$ cat src/rtl/svc_fb_pix_stream_if.sv
// Bundles the pixel stream and the AXI read channels (AR/R) of the frame-buffer streamer.
// The master modport is the streamer's view; the slave modport is the memory/display side.
interface svc_fb_pix_stream_if #(
    parameter int COLOR_WIDTH    = 4,
    parameter int AXI_ADDR_WIDTH = 16,
    parameter int AXI_DATA_WIDTH = 16,
    parameter int AXI_ID_WIDTH   = 4
);
    // pixel stream
    logic                      m_pix_valid;
    logic                      m_pix_ready;
    logic [COLOR_WIDTH-1:0]    m_pix_red;
    logic [COLOR_WIDTH-1:0]    m_pix_grn;
    logic [COLOR_WIDTH-1:0]    m_pix_blu;
    logic                      m_pix_last;
    logic                      m_pix_eof;

    // AXI read address channel
    logic                      m_axi_arvalid;
    logic                      m_axi_arready;
    logic [AXI_ID_WIDTH-1:0]   m_axi_arid;
    logic [AXI_ADDR_WIDTH-1:0] m_axi_araddr;
    logic [7:0]                m_axi_arlen;
    logic [2:0]                m_axi_arsize;
    logic [1:0]                m_axi_arburst;

    // AXI read data channel
    logic                      m_axi_rvalid;
    logic                      m_axi_rready;
    logic [AXI_ID_WIDTH-1:0]   m_axi_rid;
    logic [AXI_DATA_WIDTH-1:0] m_axi_rdata;
    logic [1:0]                m_axi_rresp;
    logic                      m_axi_rlast;

    modport master (
        output m_pix_valid, m_pix_red, m_pix_grn, m_pix_blu, m_pix_last, m_pix_eof,
        input  m_pix_ready,
        output m_axi_arvalid, m_axi_arid, m_axi_araddr, m_axi_arlen, m_axi_arsize, m_axi_arburst,
        input  m_axi_arready,
        input  m_axi_rvalid, m_axi_rid, m_axi_rdata, m_axi_rresp, m_axi_rlast,
        output m_axi_rready
    );

    modport slave (
        input  m_pix_valid, m_pix_red, m_pix_grn, m_pix_blu, m_pix_last, m_pix_eof,
        output m_pix_ready,
        input  m_axi_arvalid, m_axi_arid, m_axi_araddr, m_axi_arlen, m_axi_arsize, m_axi_arburst,
        output m_axi_arready,
        output m_axi_rvalid, m_axi_rid, m_axi_rdata, m_axi_rresp, m_axi_rlast,
        input  m_axi_rready
    );
endinterface

$ cat src/rtl/svc_fb_pix_stream.sv
// Streams a frame buffer from an AXI read port as pixels with end-of-line/end-of-frame flags.
// AR side walks the frame in bursts (partial last burst allowed); R side is a zero-latency pass-through.
module svc_fb_pix_stream #(
    parameter int H_WIDTH         = 12,
    parameter int V_WIDTH         = 12,
    parameter int COLOR_WIDTH     = 4,
    parameter int AXI_ADDR_WIDTH  = 16,
    parameter int AXI_DATA_WIDTH  = 16,
    parameter int AXI_ID_WIDTH    = 4,
    parameter int BURST_LEN       = 128,
    parameter int MAX_OUTSTANDING = 2
) (
    input  logic                      clk,
    input  logic                      rst_n,
    input  logic [AXI_ADDR_WIDTH-1:0] fb_base,
    input  logic [H_WIDTH-1:0]        h_visible,
    input  logic [V_WIDTH-1:0]        v_visible,
    output logic                      rd_err,
    svc_fb_pix_stream_if.master       bus
);

    localparam int TOT_W      = H_WIDTH + V_WIDTH;
    localparam int CALC_W     = TOT_W + 9;
    localparam int WORD_SHIFT = $clog2(AXI_DATA_WIDTH / 8);
    localparam int OFF_W      = TOT_W + WORD_SHIFT;
    localparam int OUT_W      = $clog2(MAX_OUTSTANDING + 1);
    localparam int CW         = COLOR_WIDTH;

    // AR-side state and frame shadow
    logic                      arvalid_q;
    logic [AXI_ADDR_WIDTH-1:0] araddr_q;
    logic [7:0]                arlen_q;
    logic [TOT_W-1:0]          word_idx;
    logic [AXI_ADDR_WIDTH-1:0] ar_base;
    logic [H_WIDTH-1:0]        ar_h;
    logic [V_WIDTH-1:0]        ar_v;
    logic [TOT_W-1:0]          ar_total;
    logic [OUT_W-1:0]          outstanding;

    // R-side state
    logic [H_WIDTH-1:0]        h_cnt;
    logic [V_WIDTH-1:0]        v_cnt;
    logic [H_WIDTH-1:0]        r_h;
    logic [V_WIDTH-1:0]        r_v;

    // combinational helpers
    logic [TOT_W-1:0]          total_in;
    logic                      frame_start;
    logic [TOT_W-1:0]          eff_total;
    logic [AXI_ADDR_WIDTH-1:0] eff_base;
    logic [CALC_W-1:0]         remain;
    logic [CALC_W-1:0]         beats;
    logic [CALC_W-1:0]         idx_sum;
    logic [TOT_W-1:0]          word_next;
    logic [OFF_W-1:0]          byte_off;
    logic [AXI_ADDR_WIDTH-1:0] araddr_next;
    logic [OUT_W-1:0]          out_next;
    logic                      ar_hs;
    logic                      pix_hs;
    logic                      r_last_hs;
    logic                      ar_load;
    logic                      pix_origin;
    logic [H_WIDTH-1:0]        cur_h;
    logic [V_WIDTH-1:0]        cur_v;
    logic                      line_end;
    logic                      frame_end;
    logic                      unused_r_bits;

    assign total_in    = TOT_W'(h_visible) * TOT_W'(v_visible);
    assign frame_start = (word_idx == '0);
    assign ar_hs       = arvalid_q && bus.m_axi_arready;
    assign pix_hs      = bus.m_axi_rvalid && bus.m_pix_ready;
    assign r_last_hs   = pix_hs && bus.m_axi_rlast;

    // At a frame boundary the live inputs are used so a new geometry takes effect immediately.
    always_comb begin
        // NOTE: every always_comb output is given a default first so no path can infer a latch.
        eff_total   = ar_total;
        eff_base    = ar_base;
        if (frame_start) begin
            eff_total = total_in;
            eff_base  = fb_base;
        end
        remain      = CALC_W'(eff_total) - CALC_W'(word_idx);
        beats       = (remain < CALC_W'(BURST_LEN)) ? remain : CALC_W'(BURST_LEN);
        idx_sum     = CALC_W'(word_idx) + beats;
        word_next   = (idx_sum == CALC_W'(eff_total)) ? '0 : TOT_W'(idx_sum);
        byte_off    = OFF_W'(word_idx) << WORD_SHIFT;
        araddr_next = eff_base + AXI_ADDR_WIDTH'(byte_off);
    end

    always_comb begin
        out_next = outstanding;
        if (ar_hs && !r_last_hs)
            out_next = outstanding + OUT_W'(1);
        else if (!ar_hs && r_last_hs)
            out_next = outstanding - OUT_W'(1);
        ar_load = (!arvalid_q || bus.m_axi_arready)
                  && (out_next < OUT_W'(MAX_OUTSTANDING))
                  && (eff_total != '0);
    end

    // First pixel of a frame reads geometry from the AR shadow before the R shadow is refreshed.
    assign pix_origin = (h_cnt == '0) && (v_cnt == '0);
    assign cur_h      = pix_origin ? ar_h : r_h;
    assign cur_v      = pix_origin ? ar_v : r_v;
    assign line_end   = (h_cnt == cur_h - H_WIDTH'(1));
    assign frame_end  = line_end && (v_cnt == cur_v - V_WIDTH'(1));

    always_ff @(posedge clk) begin
        // NOTE: sequential state uses non-blocking assignments so every register samples pre-edge values.
        if (!rst_n) begin
            arvalid_q   <= 1'b0;
            araddr_q    <= '0;
            arlen_q     <= '0;
            word_idx    <= '0;
            ar_base     <= '0;
            ar_h        <= '0;
            ar_v        <= '0;
            ar_total    <= '0;
            outstanding <= '0;
            h_cnt       <= '0;
            v_cnt       <= '0;
            r_h         <= '0;
            r_v         <= '0;
            rd_err      <= 1'b0;
        end else begin
            outstanding <= out_next;

            if (ar_load) begin
                arvalid_q <= 1'b1;
                araddr_q  <= araddr_next;
                arlen_q   <= 8'(beats - CALC_W'(1));
                word_idx  <= word_next;
                if (frame_start) begin
                    ar_base  <= fb_base;
                    ar_h     <= h_visible;
                    ar_v     <= v_visible;
                    ar_total <= total_in;
                end
            end else if (bus.m_axi_arready) begin
                arvalid_q <= 1'b0;
            end

            if (pix_hs) begin
                if (pix_origin) begin
                    r_h <= ar_h;
                    r_v <= ar_v;
                end
                if (line_end) begin
                    h_cnt <= '0;
                    v_cnt <= (v_cnt == cur_v - V_WIDTH'(1)) ? '0 : v_cnt + V_WIDTH'(1);
                end else begin
                    h_cnt <= h_cnt + H_WIDTH'(1);
                end
                if (bus.m_axi_rresp != 2'b00)
                    rd_err <= 1'b1;
            end
        end
    end

    assign bus.m_axi_arvalid = arvalid_q;
    assign bus.m_axi_araddr  = araddr_q;
    assign bus.m_axi_arlen   = arlen_q;
    assign bus.m_axi_arid    = '0;
    assign bus.m_axi_arsize  = 3'(WORD_SHIFT);
    assign bus.m_axi_arburst = 2'b01;

    assign bus.m_pix_valid   = bus.m_axi_rvalid;
    assign bus.m_axi_rready  = bus.m_pix_ready;
    assign bus.m_pix_red     = bus.m_axi_rdata[3*CW-1:2*CW];
    assign bus.m_pix_grn     = bus.m_axi_rdata[2*CW-1:CW];
    assign bus.m_pix_blu     = bus.m_axi_rdata[CW-1:0];
    assign bus.m_pix_last    = line_end;
    assign bus.m_pix_eof     = frame_end;

    // rid and the spare upper data bits carry nothing for this block.
    assign unused_r_bits = ^{bus.m_axi_rid, bus.m_axi_rdata};

endmodule

$ cat src/flat_wrapper.sv
// flat-port wrapper written by rule: the top's interface ports become plain ports
module svc_fb_pix_stream_flat 
#(
    parameter int H_WIDTH         = 12,
    parameter int V_WIDTH         = 12,
    parameter int COLOR_WIDTH     = 4,
    parameter int AXI_ADDR_WIDTH  = 16,
    parameter int AXI_DATA_WIDTH  = 16,
    parameter int AXI_ID_WIDTH    = 4,
    parameter int BURST_LEN       = 128,
    parameter int MAX_OUTSTANDING = 2
)
  (clk, rst_n, fb_base, h_visible, v_visible, rd_err, bus_m_pix_valid, bus_m_pix_red, bus_m_pix_grn, bus_m_pix_blu, bus_m_pix_last, bus_m_pix_eof, bus_m_pix_ready, bus_m_axi_arvalid, bus_m_axi_arid, bus_m_axi_araddr, bus_m_axi_arlen, bus_m_axi_arsize, bus_m_axi_arburst, bus_m_axi_arready, bus_m_axi_rvalid, bus_m_axi_rid, bus_m_axi_rdata, bus_m_axi_rresp, bus_m_axi_rlast, bus_m_axi_rready);
  svc_fb_pix_stream_if #(.COLOR_WIDTH(COLOR_WIDTH), .AXI_ADDR_WIDTH(AXI_ADDR_WIDTH), .AXI_DATA_WIDTH(AXI_DATA_WIDTH), .AXI_ID_WIDTH(AXI_ID_WIDTH)) bus_i ();
  input  logic clk;
  input  logic rst_n;
  input  logic [AXI_ADDR_WIDTH-1:0] fb_base;
  input  logic [H_WIDTH-1:0] h_visible;
  input  logic [V_WIDTH-1:0] v_visible;
  output logic rd_err;
  output wire logic [$bits(bus_i.m_pix_valid)-1:0] bus_m_pix_valid;
  output wire logic [$bits(bus_i.m_pix_red)-1:0] bus_m_pix_red;
  output wire logic [$bits(bus_i.m_pix_grn)-1:0] bus_m_pix_grn;
  output wire logic [$bits(bus_i.m_pix_blu)-1:0] bus_m_pix_blu;
  output wire logic [$bits(bus_i.m_pix_last)-1:0] bus_m_pix_last;
  output wire logic [$bits(bus_i.m_pix_eof)-1:0] bus_m_pix_eof;
  input wire logic [$bits(bus_i.m_pix_ready)-1:0] bus_m_pix_ready;
  output wire logic [$bits(bus_i.m_axi_arvalid)-1:0] bus_m_axi_arvalid;
  output wire logic [$bits(bus_i.m_axi_arid)-1:0] bus_m_axi_arid;
  output wire logic [$bits(bus_i.m_axi_araddr)-1:0] bus_m_axi_araddr;
  output wire logic [$bits(bus_i.m_axi_arlen)-1:0] bus_m_axi_arlen;
  output wire logic [$bits(bus_i.m_axi_arsize)-1:0] bus_m_axi_arsize;
  output wire logic [$bits(bus_i.m_axi_arburst)-1:0] bus_m_axi_arburst;
  input wire logic [$bits(bus_i.m_axi_arready)-1:0] bus_m_axi_arready;
  input wire logic [$bits(bus_i.m_axi_rvalid)-1:0] bus_m_axi_rvalid;
  input wire logic [$bits(bus_i.m_axi_rid)-1:0] bus_m_axi_rid;
  input wire logic [$bits(bus_i.m_axi_rdata)-1:0] bus_m_axi_rdata;
  input wire logic [$bits(bus_i.m_axi_rresp)-1:0] bus_m_axi_rresp;
  input wire logic [$bits(bus_i.m_axi_rlast)-1:0] bus_m_axi_rlast;
  output wire logic [$bits(bus_i.m_axi_rready)-1:0] bus_m_axi_rready;
  assign bus_m_pix_valid = bus_i.m_pix_valid;
  assign bus_m_pix_red = bus_i.m_pix_red;
  assign bus_m_pix_grn = bus_i.m_pix_grn;
  assign bus_m_pix_blu = bus_i.m_pix_blu;
  assign bus_m_pix_last = bus_i.m_pix_last;
  assign bus_m_pix_eof = bus_i.m_pix_eof;
  assign bus_i.m_pix_ready = bus_m_pix_ready;
  assign bus_m_axi_arvalid = bus_i.m_axi_arvalid;
  assign bus_m_axi_arid = bus_i.m_axi_arid;
  assign bus_m_axi_araddr = bus_i.m_axi_araddr;
  assign bus_m_axi_arlen = bus_i.m_axi_arlen;
  assign bus_m_axi_arsize = bus_i.m_axi_arsize;
  assign bus_m_axi_arburst = bus_i.m_axi_arburst;
  assign bus_i.m_axi_arready = bus_m_axi_arready;
  assign bus_i.m_axi_rvalid = bus_m_axi_rvalid;
  assign bus_i.m_axi_rid = bus_m_axi_rid;
  assign bus_i.m_axi_rdata = bus_m_axi_rdata;
  assign bus_i.m_axi_rresp = bus_m_axi_rresp;
  assign bus_i.m_axi_rlast = bus_m_axi_rlast;
  assign bus_m_axi_rready = bus_i.m_axi_rready;
  svc_fb_pix_stream #(.H_WIDTH(H_WIDTH), .V_WIDTH(V_WIDTH), .COLOR_WIDTH(COLOR_WIDTH), .AXI_ADDR_WIDTH(AXI_ADDR_WIDTH), .AXI_DATA_WIDTH(AXI_DATA_WIDTH), .AXI_ID_WIDTH(AXI_ID_WIDTH), .BURST_LEN(BURST_LEN), .MAX_OUTSTANDING(MAX_OUTSTANDING)) u_core (.clk(clk), .rst_n(rst_n), .fb_base(fb_base), .h_visible(h_visible), .v_visible(v_visible), .rd_err(rd_err), .bus(bus_i));
endmodule
$ cat config.mk
export PLATFORM = sky130hd
export DESIGN_NAME = svc_fb_pix_stream_flat
export DESIGN_NICKNAME = d
export VERILOG_FILES = /design/src/rtl/svc_fb_pix_stream_if.sv /design/src/rtl/svc_fb_pix_stream.sv /design/src/flat_wrapper.sv
export SDC_FILE = /design/constraint.sdc
export NUM_CORES = 1
export LEC_CHECK = 0
export CAP_MARGIN = 15
export CELL_PAD_IN_SITES_DETAIL_PLACEMENT = 1
export CELL_PAD_IN_SITES_GLOBAL_PLACEMENT = 1
export CORE_MARGIN = 4
export CORE_UTILIZATION = 40
export DETAILED_ROUTE_END_ITERATION = 10
export HOLD_SLACK_MARGIN = 0.08
export PLACE_DENSITY_LB_ADDON = 0.05
export RECOVER_POWER = 50
export SETUP_SLACK_MARGIN = 0.4
export SKIP_LAST_GASP = 1
export SLEW_MARGIN = 25
export SYNTH_ARGS = -nofsm -noshare
export SYNTH_HDL_FRONTEND = slang
export SYNTH_SLANG_ARGS = --single-unit
$ cat constraint.sdc
create_clock -name clk -period 12.2 [get_ports clk]
set_input_delay 2.44 -clock clk [delete_from_list [all_inputs] [get_ports clk]]
set_output_delay 2.44 -clock clk [all_outputs]
set_load 0.02 [all_outputs]
==> summary.txt, run 1 <==
Synth
  – Syn Area/Cell: 7.82 um^2
  – Ranking of synthesized cells by area: dfxtp_1, fa_1, ha_1, nand2_1, xnor2_1
  – EDFF count, synth: 0
  – Post-Synthesis Cell Area: 16600 um^2
  – Synth warnings: 0
  – Netlist cell types: 79
  – FFs w/ async S/R, synth: 0%
  – Sequential share of the synthesized area: 19.7%
  – Synth Register Bits: 163
  – Post-synth top area share: 19.7%
  – Post-synth top area cell: dfxtp_1
  – Synth Flop Type: dfxtp_1
  – Mapped Cells: 2120

Finish
  – Area delta synth->final: 30.0%
  – Most common cell after layout, fill and taps aside: nand2_1
  – Fillers: 4966
  – Ant diodes: 0
  – Share of cells above drive strength 1: 22.4%
  – NumNets Final: 2731
  – Most frequent cells in the layout: nand2_1, buf_4, nor2_1, inv_1, dfxtp_1
  – Core Util, Final: 52.6%
  – Finished Layout Cells: 2972

Power and ir drop
  – Switching power: 0.00289 W
  – Clk pwr share: 9.4%
  – Max rail drop VDD: 0.180 mV
  – Tot Pwr: 0.00598 W
  – PD cells: 278 nW/um^2
  – Internal power: 0.00309 W
  – Reg power frac: 11.9%
  – Combinational power share: 78.7%
  – Sw Share: 48.3%
  – Pleak: 9.98 nW

STA
  – Final Hold Slack: 0.456 ns
  – Max-slew violations: 0
  – F_max: 0.0795 GHz
  – Final hold viol count: 0
  – Minimum clock period: 12.58 ns
  – Layout Skew: 0.0150 ns
  – Worst-Margin Slew: 0.883 ns
  – Final WS setup: -0.376 ns
  – Final setup violation count: 24
  – Final period util: 103%
  – RSZ-0062 raised after global routing: true
  – Slew headroom: 40.9%

Critical path
  – Worst Path Max Fanout: 8
  – Crit path from: v_visible[3]
  – Crit path top cell by count: fa_1
  – Register-to-Register Path Depth: 37
  – Crit path capture type: flip-flop
  – CP max-delay cell: fa_1
  – Worst path depth: 50
  – Critical Path AT: 12.93 ns
  – Crit start category: primary input
  – Worst setup path end: u_core.word_idx[9]$_SDFFE_PN0P_
  – CP peak stage delay: 0.56 ns
  – CP required: 12.55 ns
  – Flop-to-flop setup slack: 2.47 ns
  – WP buf/inv: 12
  – RR Startpoint: u_core.word_idx[0]$_SDFFE_PN0P_
  – Kind of critical path: primary input to flip-flop
  – Worst path top cell family by delay: adder cells
  – Reg-to-Reg End: u_core.word_idx[9]$_SDFFE_PN0P_

Min path
  – Hold Path Class: flip-flop to flip-flop

Route
  – Vias: 15800
  – 1st-iter DRT viols: 808
  – # DRC: 0
  – DRT Wirelength: 54.5 mm
  – Drt pass-1 iters: 6
  – Routed len/inst: 18.3 um
  – Vias/cell: 5.33
  – ANT nets after route: 0

Run status
  – Failing checks: setup timing
  – Status: finished, violations left

Global routing
  – GR Util met2: 41.6%
  – GR Util met1: 33.6%
  – Met3 Use GR: 2.92%
  – First-pass GRT wire length: 88.7 mm
  – Overall routing resource usage: 24.5%
  – Grt ovf: 0
  – Vias in the first global route: 16900
  – Initial antenna violation count: 0
  – Largest net degree at the start of global routing: 60
  – Global routing's busiest layer: met2

Floorplanning
  – Die area: 44800 um^2
  – Core footprint: 40900 um^2
  – Die H: 212 um
  – Die X: 212 um
  – Initial Util: 40.5%
  – Io pins: 119
  – Num rows: 74

Placed design
  – Inst Count DP: 2896
  – Hpwl dp: 42.6 mm
  – IO Port Bufs: 77
  – Gpl congestion: 0.870

CTS
  – Sink Count: 163
  – CTS Buf Count: 17
  – H-tree depth: 4
  – Clock Root Buffer: clkbuf_16
  – Clock-pin slew on the worst setup and hold paths: 0.08 ns
  – Worst-Skew Late Latency: 0.48 ns
  – Max Root-Sink Buffers: 2
  – CTS tree: built

Job
  – Max Cap Viol: 0
per-stage QoR:
stage               setup WS, ns  area, um^2  setup TNS, ns
floorplan                  0.269       17100              0
global placement           -1.47       19900         -33.70
detailed placement         -1.69       19900         -38.91
CTS                       -0.440       21100          -8.87
global route              -0.823       21500         -18.22
finish                    -0.376       21500          -7.58
sequential cells by signal, indices dropped and copies added, names as in the netlist:
| register | cells |
|---|---|
| u_core.bus.m_axi_arvalid | 1 |
| u_core.rd_err | 1 |
| u_core.v_cnt | 12 |
| u_core.ar_base | 16 |
| u_core.word_idx | 24 |
| u_core.bus.m_axi_arlen | 8 |
| u_core.ar_total | 24 |
| u_core.r_h | 12 |
| u_core.ar_h | 12 |
| u_core.h_cnt | 12 |
| u_core.ar_v | 12 |
| u_core.r_v | 12 |
| u_core.bus.m_axi_araddr | 15 |
| u_core.outstanding | 2 |
what timing repair did:
action                     in CTS  in global routing
pin swaps                      65                 99
setup endpoints to repair      24                 24
buffers inserted               30                 11
resized for setup             153                 90
cloned                          3                  0
hold buffers                    0                  0
power by group through the flow:
stage                     Sequential [W]  Combinational, W  Clock, W
final                           0.000711           0.00471  0.000561
after global routing            0.000724           0.00517  0.000599
after CTS                       0.000710           0.00442  0.000579
after detailed placement        0.000722           0.00419         0
after global placement          0.000718           0.00410         0
after floorplan                 0.000716           0.00266         0
cell usage after synthesis, drive strengths merged (4+ instances only):
master,instances
o21bai,11
a211oi,43
o211ai,10
fa,103
o31a,4
o2111ai,7
a21boi,9
a22oi,4
or3,6
nand4b,4
ha,133
o21a,15
and3,18
buf,52
and2,65
inv,194
xor2,46
or2,4
o41ai,4
dfxtp,163
mux2i,71
nor3,36
clkbuf,72
a21oi,138
and4b,4
a21o,21
mux2,4
a31oi,11
nor4,22
xnor2,88
nand2b,16
o22ai,7
nand3b,6
o21ai,68
nand2,327
o31ai,8
nor2b,10
nand3,49
nand4,28
nor2,198
kinds of logic after synthesis:
family | Yosys count | share of synthesized area, %
simple gates | 806 | 22.3
mux | 75 | 4.56
xor+xnor | 135 | 7.22
buf+inv | 318 | 8.26
other cells | 2 | 0.0453
fa+ha+maj | 236 | 22.5
flops | 163 | 19.7
compound gates | 385 | 15.4
worst register-to-register path: cells and delay by family, from the launching register on:
family                   cells  cell delay [ns]
AND/OR/NAND/NOR             13             3.58
AO/OA/AOI/OAI               13             3.19
buffers and inverters        6             1.06
adder cells (fa/ha/maj)      3             0.91
XOR/XNOR                     2             0.48
flip-flops                   1             0.42
worst min path at each step:
stage | start | end | slack [ns] | cells after the start
detailed placement | u_core.r_v[6]$_SDFFE_PN0P_ | u_core.r_v[6]$_SDFFE_PN0P_ | 0.45 | 2
finish | u_core.ar_h[2]$_SDFFE_PN0P_ | u_core.ar_h[2]$_SDFFE_PN0P_ | 0.46 | 2
CTS | u_core.r_v[6]$_SDFFE_PN0P_ | u_core.r_v[6]$_SDFFE_PN0P_ | 0.46 | 2
floorplan | u_core.ar_base[15]$_SDFFE_PN0P_ | u_core.ar_base[15]$_SDFFE_PN0P_ | 0.44 | 2
global route | u_core.ar_h[7]$_SDFFE_PN0P_ | u_core.ar_h[7]$_SDFFE_PN0P_ | 0.47 | 2
global placement | u_core.rd_err$_SDFFE_PN0P_ | u_core.rd_err$_SDFFE_PN0P_ | 0.43 | 2
metal layers:
| layer | part of all wire [%] | up-vias |
|---|---|---|
| met4 | 1.3 | 0 |
| met5 | 0 | - |
| met1 | 47 | 7899 |
| li1 | - | 7684 |
| met2 | 49 | 212 |
| met3 | 2.7 | 43 |
final cells by class:
type                            instances  area [um^2]  area share, %
Clock buffer                           18          439           2.04
Inverter                              194          746           3.46
Tap cell                              532          666           3.09
Multi-Input combinational cell       1662        13000           60.2
Sequential cell                       163         3260           15.1
Timing Repair Buffer                  389         3300           15.3
Clock inverter                         14          156          0.726
No activity file was read; power rests on OpenSTA's default activity.
==> run 2: changes to the inputs <==
--- a/config.mk
+++ b/config.mk
@@ -5,7 +5,7 @@
 export SDC_FILE = /design/constraint.sdc
 export NUM_CORES = 1
 export LEC_CHECK = 0
-export CAP_MARGIN = 15
+export CAP_MARGIN = 20
 export CELL_PAD_IN_SITES_DETAIL_PLACEMENT = 1
 export CELL_PAD_IN_SITES_GLOBAL_PLACEMENT = 1
 export CORE_MARGIN = 4
==> results of run 2 <==
The final DEF is identical to that of run 1; final timing and power are the same.
==> run 3: changes to the inputs <==
--- a/config.mk
+++ b/config.mk
@@ -9,7 +9,7 @@
 export CELL_PAD_IN_SITES_DETAIL_PLACEMENT = 1
 export CELL_PAD_IN_SITES_GLOBAL_PLACEMENT = 1
 export CORE_MARGIN = 4
-export CORE_UTILIZATION = 40
+export CORE_UTILIZATION = 41
 export DETAILED_ROUTE_END_ITERATION = 10
 export HOLD_SLACK_MARGIN = 0.08
 export PLACE_DENSITY_LB_ADDON = 0.05
==> run 3 against run 2 <==
The run still ends with setup timing left. Cell count down 0.17%. Power up 1.0%. Maximum frequency about the same. Utilization up 1.6 points. Worst setup slack worse by 0.012 ns. Via count up 0.47%. Combinational power about the same. Sequential share of layout area about the same. Count of clock-buffer cells in the layout unchanged. Sequential cell count unchanged. Largest cell class unchanged. Highest routed layer unchanged.
==> summary.txt, run 3 (synthesized netlist as in run 1, its figures left out) <==
Floorplanning
  – Die X: 209 um
  – Num rows: 73
  – Core footprint: 39800 um^2
  – Die H: 209 um
  – Die area: 43700 um^2
  – Initial Util: 41.6%
  – Io pins: 119

CTS
  – Worst-Skew Late Latency: 0.48 ns
  – Sink Count: 163
  – Clock Root Buffer: clkbuf_16
  – Hold_buf cts: 0
  – Clock-pin slew on the worst setup and hold paths: 0.07 ns
  – CTS tree: built
  – Max Root-Sink Buffers: 2
  – H-tree depth: 4
  – CTS Buf Count: 17

Finish
  – Most common cell after layout, fill and taps aside: nand2_1
  – Share of cells above drive strength 1: 22.4%
  – Fillers: 4813
  – Most frequent cells in the layout: nand2_1, buf_4, nor2_1, inv_1, dfxtp_1
  – Core Util, Final: 54.3%
  – Register area: 3260 um^2
  – NumNets Final: 2733
  – Top Registers: u_core.ar_total x24, u_core.word_idx x24, u_core.ar_base x16
  – Area occupied by multi-input gates: 13000 um^2
  – Area delta synth->final: 30.4%
  – Ant diodes: 0

Power and ir drop
  – Sw Share: 47.8%
  – Switching power: 0.00289 W
  – Reg power frac: 11.8%
  – Pleak: 9.97 nW
  – Max rail drop VDD: 0.279 mV
  – Clk pwr share: 9.8%
  – Combinational power share: 78.3%
  – PD cells: 280 nW/um^2
  – Internal power: 0.00315 W

Global routing
  – Grt ovf: 0
  – Initial antenna violation count: 0
  – Vias in the first global route: 16600
  – Largest net degree at the start of global routing: 75
  – First-pass GRT wire length: 88.7 mm
  – Overall routing resource usage: 25.0%

Min path
  – Hold Path Class: flip-flop to flip-flop
  – Worst hold stages: 2

Route
  – DRT Wirelength: 55.7 mm
  – Routed len/inst: 18.8 um
  – ANT nets after route: 0
  – Vias: 15900
  – Drt pass-1 iters: 4
  – 1st-iter DRT viols: 753
  – Vias/cell: 5.36
  – # DRC: 0

Critical path
  – Flop-to-flop setup slack: 2.34 ns
  – Critical Path AT: 12.91 ns
  – Crit path capture type: flip-flop
  – Worst Path Max Fanout: 8
  – Crit start category: primary input
  – Register-to-Register Path Depth: 39
  – Worst setup path end: u_core.word_idx[6]$_SDFFE_PN0P_
  – CP peak stage delay: 0.57 ns
  – Kind of critical path: primary input to flip-flop
  – Reg-to-Reg End: u_core.word_idx[6]$_SDFFE_PN0P_
  – Crit path from: h_visible[5]
  – RR Startpoint: u_core.word_idx[1]$_SDFFE_PN0P_
  – CP max-delay cell: fa_1
  – CP required: 12.52 ns

Placed design
  – Gpl congestion: 0.879
  – Hpwl dp: 42.6 mm
  – IO Port Bufs: 77
  – Worst slack, placed: -1.81 ns

Run status
  – Failing checks: setup timing
  – Status: finished, violations left

Job
  – Max Cap Viol: 0

STA
  – TNS Setup: -8.10 ns
  – Max-slew violations: 0
  – F_max: 0.0794 GHz
  – RSZ-0062 raised after global routing: true
  – Final Hold Slack: 0.453 ns
  – Slew headroom: 34.4%
  – Worst-Margin Slew: 0.981 ns
  – Minimum clock period: 12.59 ns
  – Final setup violation count: 24
  – Final hold viol count: 0
  – Final period util: 103%
  – Layout Skew: 0.0178 ns
  – Final WS setup: -0.388 ns
run 3: changes by cell type in the layout (fill, tap and decap cells not counted), moves of 6 or more:
| cell | delta |
|---|---|
| inv_2 | -6 |
| dlygate4sd3_1 | -18 |
| clkdlybuf4s50_1 | +18 |
| inv_1 | +7 |
run 3: critical path: cells and delay by family:
family                     cells  cell delay (ns)
and+or+nand+nor               15             2.15
AOI/OAI and AO/OA             12             2.52
xor gates and xnor gates       3             0.43
buffers and inverters         14             1.86
adders and majority gates      8             3.50
run 3: layout make-up:
cell class              count  area share, %
multi-input cells        1662           60.0
repair buffers            391           15.6
flip-flops and latches    163           15.1
inverters                 194           3.42
well taps                 525           3.04
clock buffers              18           1.99
clock inverters            14          0.903
run 3: power groups by stage:
stage | sequential [W] | clock (W) | combinational, W
after floorplan | 0.000716 | 0 | 0.00266
after global placement | 0.000719 | 0 | 0.00414
after detailed placement | 0.000724 | 0 | 0.00423
after CTS | 0.000713 | 0.000609 | 0.00455
after global routing | 0.000725 | 0.000625 | 0.00519
final | 0.000714 | 0.000594 | 0.00473
run 3: stage by stage:
| step | cells | cell area, um^2 | power [W] |
|---|---|---|---|
| after global placement | 2890 | 19900 | 0.00486 |
| after floorplan | 2143 | 17100 | 0.00337 |
| final | 2967 | 21600 | 0.00604 |
| after detailed placement | 2890 | 19900 | 0.00495 |
| after global routing | 2967 | 21600 | 0.00654 |
| after CTS | 2949 | 21200 | 0.00587 |
run 3: worst min path at each step:
stage | startpoint | end | slack (ns)
2_1_floorplan | u_core.ar_base[15]$_SDFFE_PN0P_ | u_core.ar_base[15]$_SDFFE_PN0P_ | 0.44
3_3_place_gp | u_core.rd_err$_SDFFE_PN0P_ | u_core.rd_err$_SDFFE_PN0P_ | 0.43
3_5_place_dp | u_core.r_v[8]$_SDFFE_PN0P_ | u_core.r_v[8]$_SDFFE_PN0P_ | 0.45
4_1_cts | u_core.r_v[8]$_SDFFE_PN0P_ | u_core.r_v[8]$_SDFFE_PN0P_ | 0.46
5_1_grt | u_core.rd_err$_SDFFE_PN0P_ | u_core.rd_err$_SDFFE_PN0P_ | 0.47
6_report | u_core.rd_err$_SDFFE_PN0P_ | u_core.rd_err$_SDFFE_PN0P_ | 0.45
run 3: per-layer routing:
metal / global-route usage [%] / vias up / wire [um]
met5: 0 / - / 0
met4: 6.23 / 0 / 1020
met3: 3.44 / 64 / 1650
met2: 41.8 / 201 / 26600
met1: 34.3 / 7940 / 26500
li1: - / 7707 / -
run 3: what timing repair did:
action | CTS | global route
setup buffers | 22 | 17
gates cloned | 5 | 1
gates resized for setup | 176 | 57
setup endpoints to repair | 24 | 24
pin swaps | 65 | 29
==> RTL change 1 (flow settings as in run 2) <==
Make the reset (`rst_n`) asynchronous in one clocked block.
--- a/src/rtl/svc_fb_pix_stream.sv
+++ b/src/rtl/svc_fb_pix_stream.sv
@@ -107,7 +107,7 @@
     assign line_end   = (h_cnt == cur_h - H_WIDTH'(1));
     assign frame_end  = line_end && (v_cnt == cur_v - V_WIDTH'(1));
 
-    always_ff @(posedge clk) begin
+    always_ff @(posedge clk or negedge rst_n) begin
         // NOTE: sequential state uses non-blocking assignments so every register samples pre-edge values.
         if (!rst_n) begin
             arvalid_q   <= 1'b0;
Function: differs if rst_n is asserted again (counterexample within 4 cycles, from zero or initial values and one cycle with rst_n low); with rst_n held inactive, the same outputs for 4 cycles.
==> RTL change 1 against run 2 <==
  * The run ends with max-capacitance violations, max-slew violations, negative setup slack left
  * Design area increased by 11%
  * Synthesized cell count increased by 0.94%
  * Wire length increased by 17%
  * Area after synthesis increased by 7.5%
  * Sequential share of layout area increased by 2.0 points
  * Fmax increased by 0.56%
  * Total power increased by 9.2%
  * Register-to-register slack improved by 0.33 ns
  * Sequential power increased by 14%
  * Sequential cell count unchanged
  * Cell count increased by 5.9%
  * Worst setup slack improved by 0.071 ns
==> RTL change 1: results (changes against run 2) <==
[timing]
fin_tns_setup_ns=-6.54  ; +1.03 ns
maxSlewViolCount=168  ; +168
relSlewSlack_pct=-146  ; -190 points
fin_ws_ns=-0.305  ; +0.0705 ns
skew_ns=0.0195  ; +0.00452 ns
setup_viol=24  ; unchanged

[run]
max_cap_violations=3  ; +3

[synthesis]
yosysSeqAreaShare_pct=22.9  ; +3.2 points
synth_cell_types=85  ; +7.6%
synth.area.top_cells=dfrtp_1 23%, fa_1 12%, ha_1 9.3%, nand2_1 7.1%, inv_1 4.3%
synth_async_sr_flop_share_pct=100  ; +100 points

[setup_path]
critPathMaxFanout=7  ; -1
r2r-start=u_core.word_idx[22]
r2r-end=u_core.word_idx[1]

[final_layout]
drive_above_1_share_pct=27.4  ; +5.0 points
layout.nets=2847  ; +4.2%

[global_route]
first_global_vias=18900  ; +12%
grt_use_met2_pct=49.3  ; +7.7 points
grt_start_max_net_pins=66  ; +10%
grt_first_pass_wirelength_mm=101  ; +14%

[drt]
first_pass_iters=5  ; -1
wirelength_mm=63.6  ; +17%

[run_status]
outcome=complete, but fails checks
violations=max-capacitance violations, max-slew violations, negative setup slack

[placement]
place_area_mm2=0.0215  ; +8.2%
gp_congestion=0.879  ; +1.1%

[pwr]
leakage_nw=11.1  ; +11%

## RTL change 1: timing repair
item | 4_1_cts | 5_1_grt
gates cloned | 4 | 1
buffers inserted | 69 | 12
gates resized for setup | 254 | 52
pin swaps | 107 | 24
setup endpoints to repair | 24 | 24
## RTL change 1: layout make-up
| cell class | count | area (um^2) | area share [%] |
|---|---|---|---|
| Multi-Input combinational cell | 1678 | 13800 | 57.7 |
| Timing Repair Buffer | 479 | 3880 | 16.3 |
| Inverter | 204 | 768 | 3.22 |
| Clock buffer | 17 | 425 | 1.79 |
| Sequential cell | 163 | 4080 | 17.1 |
| Tap cell | 592 | 741 | 3.11 |
| Clock inverter | 15 | 176 | 0.740 |
## RTL change 1: metrics by stage
step | hold slack [ns] | setup slack, ns | power, W | std cells | utilization [%]
floorplan | 0.442 | 0.160 | 0.00352 | 2163 | -
global placement | 0.456 | -1.58 | 0.00505 | 3030 | 48.8
detailed placement | 0.463 | -1.68 | 0.00518 | 3030 | 48.8
CTS | 0.480 | -0.0916 | 0.00628 | 3135 | 53.3
global route | 0.509 | -0.584 | 0.00706 | 3148 | 54.0
finish | 0.477 | -0.305 | 0.00653 | 3148 | 54.0
## RTL change 1: power by group through the flow
stage	Clock [W]	Combinational (W)	Sequential, W
2_1_floorplan	0	0.00271	0.000807
3_3_place_gp	0	0.00424	0.000813
3_5_place_dp	0	0.00436	0.000819
4_1_cts	0.000591	0.00488	0.000812
5_1_grt	0.000608	0.00562	0.000829
6_report	0.000571	0.00515	0.000812
## RTL change 1: kinds of logic after synthesis
group / count (synthesis) / share of synthesized area (%)
other: 2 / 0.0422
adder cells (fa/ha/maj): 236 / 20.9
XOR/XNOR: 129 / 6.42
AND/OR/NAND/NOR: 763 / 20.8
buffers and inverters: 322 / 7.58
AO/OA/AOI/OAI: 431 / 15.7
multiplexers: 94 / 5.63
flip-flops: 163 / 22.9
## RTL change 1: routing by layer
layer	up-vias	part of all wire [%]
li1	8097	-
met1	8587	43
met2	219	52
met3	83	2.1
met4	0	2.5
met5	-	0
## RTL change 1: how the worst max path moves through the flow
stage                     slack, ns             endpoint          start
after global placement        -1.58   u_core.word_idx[1]  v_visible[11]
final                         -0.31   u_core.word_idx[1]   h_visible[5]
after floorplan                0.16  u_core.word_idx[10]   h_visible[3]
after global routing          -0.58  u_core.word_idx[21]   h_visible[5]
after detailed placement      -1.68  u_core.word_idx[20]   v_visible[8]
after CTS                     -0.09  u_core.word_idx[20]   h_visible[5]
## RTL change 1: worst max-delay path, delay by kind of cell
kind            cells  cell delay (ns)
mux                 1             0.33
fa+ha+maj           7             2.81
compound gates      6             1.02
buf+inv            31             3.83
xor+xnor            2             0.30
simple gates        8             2.09
==> RTL change 2 (flow settings as in run 2) <==
Made on the original files. `MAX_OUTSTANDING` is set to 2 in 2 places; all go to 4.
--- a/src/rtl/svc_fb_pix_stream.sv
+++ b/src/rtl/svc_fb_pix_stream.sv
@@ -8,7 +8,7 @@
     parameter int AXI_DATA_WIDTH  = 16,
     parameter int AXI_ID_WIDTH    = 4,
     parameter int BURST_LEN       = 128,
-    parameter int MAX_OUTSTANDING = 2
+    parameter int MAX_OUTSTANDING = 4
 ) (
     input  logic                      clk,
     input  logic                      rst_n,
--- a/src/flat_wrapper.sv
+++ b/src/flat_wrapper.sv
@@ -8,7 +8,7 @@
     parameter int AXI_DATA_WIDTH  = 16,
     parameter int AXI_ID_WIDTH    = 4,
     parameter int BURST_LEN       = 128,
-    parameter int MAX_OUTSTANDING = 2
+    parameter int MAX_OUTSTANDING = 4
 )
   (clk, rst_n, fb_base, h_visible, v_visible, rd_err, bus_m_pix_valid, bus_m_pix_red, bus_m_pix_grn, bus_m_pix_blu, bus_m_pix_last, bus_m_pix_eof, bus_m_pix_ready, bus_m_axi_arvalid, bus_m_axi_arid, bus_m_axi_araddr, bus_m_axi_arlen, bus_m_axi_arsize, bus_m_axi_arburst, bus_m_axi_arready, bus_m_axi_rvalid, bus_m_axi_rid, bus_m_axi_rdata, bus_m_axi_rresp, bus_m_axi_rlast, bus_m_axi_rready);
   svc_fb_pix_stream_if #(.COLOR_WIDTH(COLOR_WIDTH), .AXI_ADDR_WIDTH(AXI_ADDR_WIDTH), .AXI_DATA_WIDTH(AXI_DATA_WIDTH), .AXI_ID_WIDTH(AXI_ID_WIDTH)) bus_i ();
Behaviour: not the same (a bounded check fails within 4 cycles, from zero or initial values and one cycle with rst_n low).
==> RTL change 2 against run 2 <==
  * The run ends with max-capacitance violations, max-slew violations, negative setup slack left
  * Sequential cell count up 1
  * Worst setup slack improved by 0.055 ns
  * Area after synthesis rose by 4.1%
  * Sequential power increased by 4.8%
  * Total power rose by 6.7%
  * Clock power shrank 2%
  * Cell count grew 4.1%
  * Global-route usage rose by 1.4 points
  * Non-clock buffer count rose by 26
  * Critical path depth fell by 1
  * Design area rose by 2.8%
  * Critical endpoint is now u_core.word_idx[4]
  * Via count up 6.2%
  * Wire length up 10%
  * Sequential share of layout area decreased by 0.32 points
==> RTL change 2: results (changes against run 2) <==
[final_layout]
fillers=5079  ; +2.3%
drive_above_1_share_pct=20.6  ; -1.8 points

[global_route]
grt_first_pass_wirelength_mm=97.5  ; +9.9%
grt_start_max_net_pins=68  ; +13%
track_usage_pct=25.8  ; +1.4 points
first_global_vias=18200  ; +7.7%

[setup_path]
critPathMaxFanout=7  ; -1
cp.arrival_ns=12.90  ; -0.03 ns

[timing]
skew_ns=0.0113  ; -0.00366 ns
fin_ws_ns=-0.321  ; +0.0548 ns
fin_tns_setup_ns=-6.47  ; +1.11 ns
maxSlewViolCount=65  ; +65
setup_viol=24  ; unchanged
relSlewSlack_pct=-26.3  ; -67 points

[synthesis]
synth_compound_area_share_pct=18.4  ; +3.0 points
synth_mux_area_share_pct=4.55  ; -0.013 points
synth_xor_area_share_pct=7.11  ; -0.10 points
synthTopCellsByCount=279 x nand2_1, 213 x inv_1, 164 x dfxtp_1, 164 x nor2_1, 135 x ha_1
yosysSeqAreaShare_pct=19.0  ; -0.66 points
synth_cell_types=88  ; +11%
synth.area.top_cells=dfxtp_1 19%, fa_1 12%, ha_1 9.8%, nand2_1 6.1%, inv_1 4.6%
synth_fa_ha_area_share_pct=21.7  ; -0.74 points

[placement]
gp_congestion=0.880  ; +1.1%
dp_hpwl_mm=47.1  ; +11%
place_area_mm2=0.0208  ; +4.8%

[drt]
wirelength_mm=60.0  ; +10%
dr.first_iter.drc_count=667  ; -17%
first_pass_iters=5  ; -1
vias_per_cell=5.43  ; +2.0%

[worst_hold_path]
hp-class=flop to flop

[run_status]
violations=max-capacitance violations, max-slew violations, negative setup slack
outcome=complete, but fails checks

[run]
max_cap_violations=2  ; +2

[pwr]
ir_worst_vdd_mv=0.282  ; +57%
leakage_nw=10.2  ; +2.6%

[clocking]
htree_levels=4  ; unchanged

RTL change 2: changes by cell type after synthesis, moves of 10 or more:
| cell | before | now |
|---|---|---|
| a22o_1 | 1 | 17 |
| a311oi_1 | 2 | 18 |
| nand3_1 | 49 | 67 |
| a21oi_1 | 138 | 124 |
| a21o_1 | 21 | 31 |
| a211oi_1 | 26 | 53 |
| a211oi_2 | 17 | 1 |
| nor2_1 | 198 | 164 |
| nand2_1 | 326 | 279 |
| inv_1 | 194 | 213 |
RTL change 2: what timing repair did:
item	CTS	global route
gates resized for setup	159	23
setup buffers	21	6
gates cloned	6	0
pin swaps	55	28
endpoints found under the setup margin	24	24
endpoints found under the hold margin	0	0
RTL change 2: tightest hold or removal path, cell delays in order, from the launching register on:
cell,delay [ns]
dfxtp_1,0.31
nand2_1,0.05
a21oi_1,0.05
RTL change 2: final cells by class:
class,count,share of cell area (%)
Inverter,215,3.65
Timing Repair Buffer,415,15.6
Multi-Input combinational cell,1691,60.0
Clock inverter,14,0.650
Sequential cell,164,14.8
Tap cell,577,3.26
Clock buffer,18,1.94
RTL change 2: final timing paths:
path | from | to | slack [ns] | cells past startpoint
max | v_visible[4] | u_core.word_idx[4] | -0.32 | 49
min | u_core.ar_base[0] | u_core.ar_base[0] | 0.46 | 2
max reg2reg | u_core.word_idx[1] | u_core.word_idx[4] | 2.82 | 35
min reg2reg | u_core.ar_base[0] | u_core.ar_base[0] | 0.46 | 2
RTL change 2: per-layer routing:
| metal | vias up | GRT usage (%) | part of all wire, % |
|---|---|---|---|
| met1 | 8380 | 31.4 | 44 |
| li1 | 8154 | - | - |
| met4 | 0 | 8.37 | 2.7 |
| met5 | - | 0 | 0 |
| met3 | 82 | 3.49 | 2.2 |
| met2 | 199 | 47.0 | 52 |
RTL change 2: logic make-up (layout without fill, tap and decap cells):
group / after synthesis / count (layout)
DFF: 164 / 164
AOI/OAI and AO/OA: 459 / 459
other: 2 / 25
xor gates and xnor gates: 137 / 137
and+or+nand+nor: 754 / 755
adders and majority gates: 238 / 238
muxes: 77 / 77
buffers and inverters: 349 / 662
RTL change 2: through the flow:
| stage | utilization (%) | setup slack [ns] | instances |
|---|---|---|---|
| floorplan | - | 0.0490 | 2203 |
| global placement | 49.3 | -1.39 | 3029 |
| detailed placement | 49.3 | -1.59 | 3029 |
| CTS | 52.1 | -0.337 | 3088 |
| global route | 52.3 | -0.815 | 3094 |
| finish | 52.3 | -0.321 | 3094 |
RTL change 2: power breakdown:
part           switching (W)  internal [W]
sequential         0.0000947      0.000650
clock               0.000263      0.000286
combinational        0.00269       0.00240
total                0.00305       0.00334
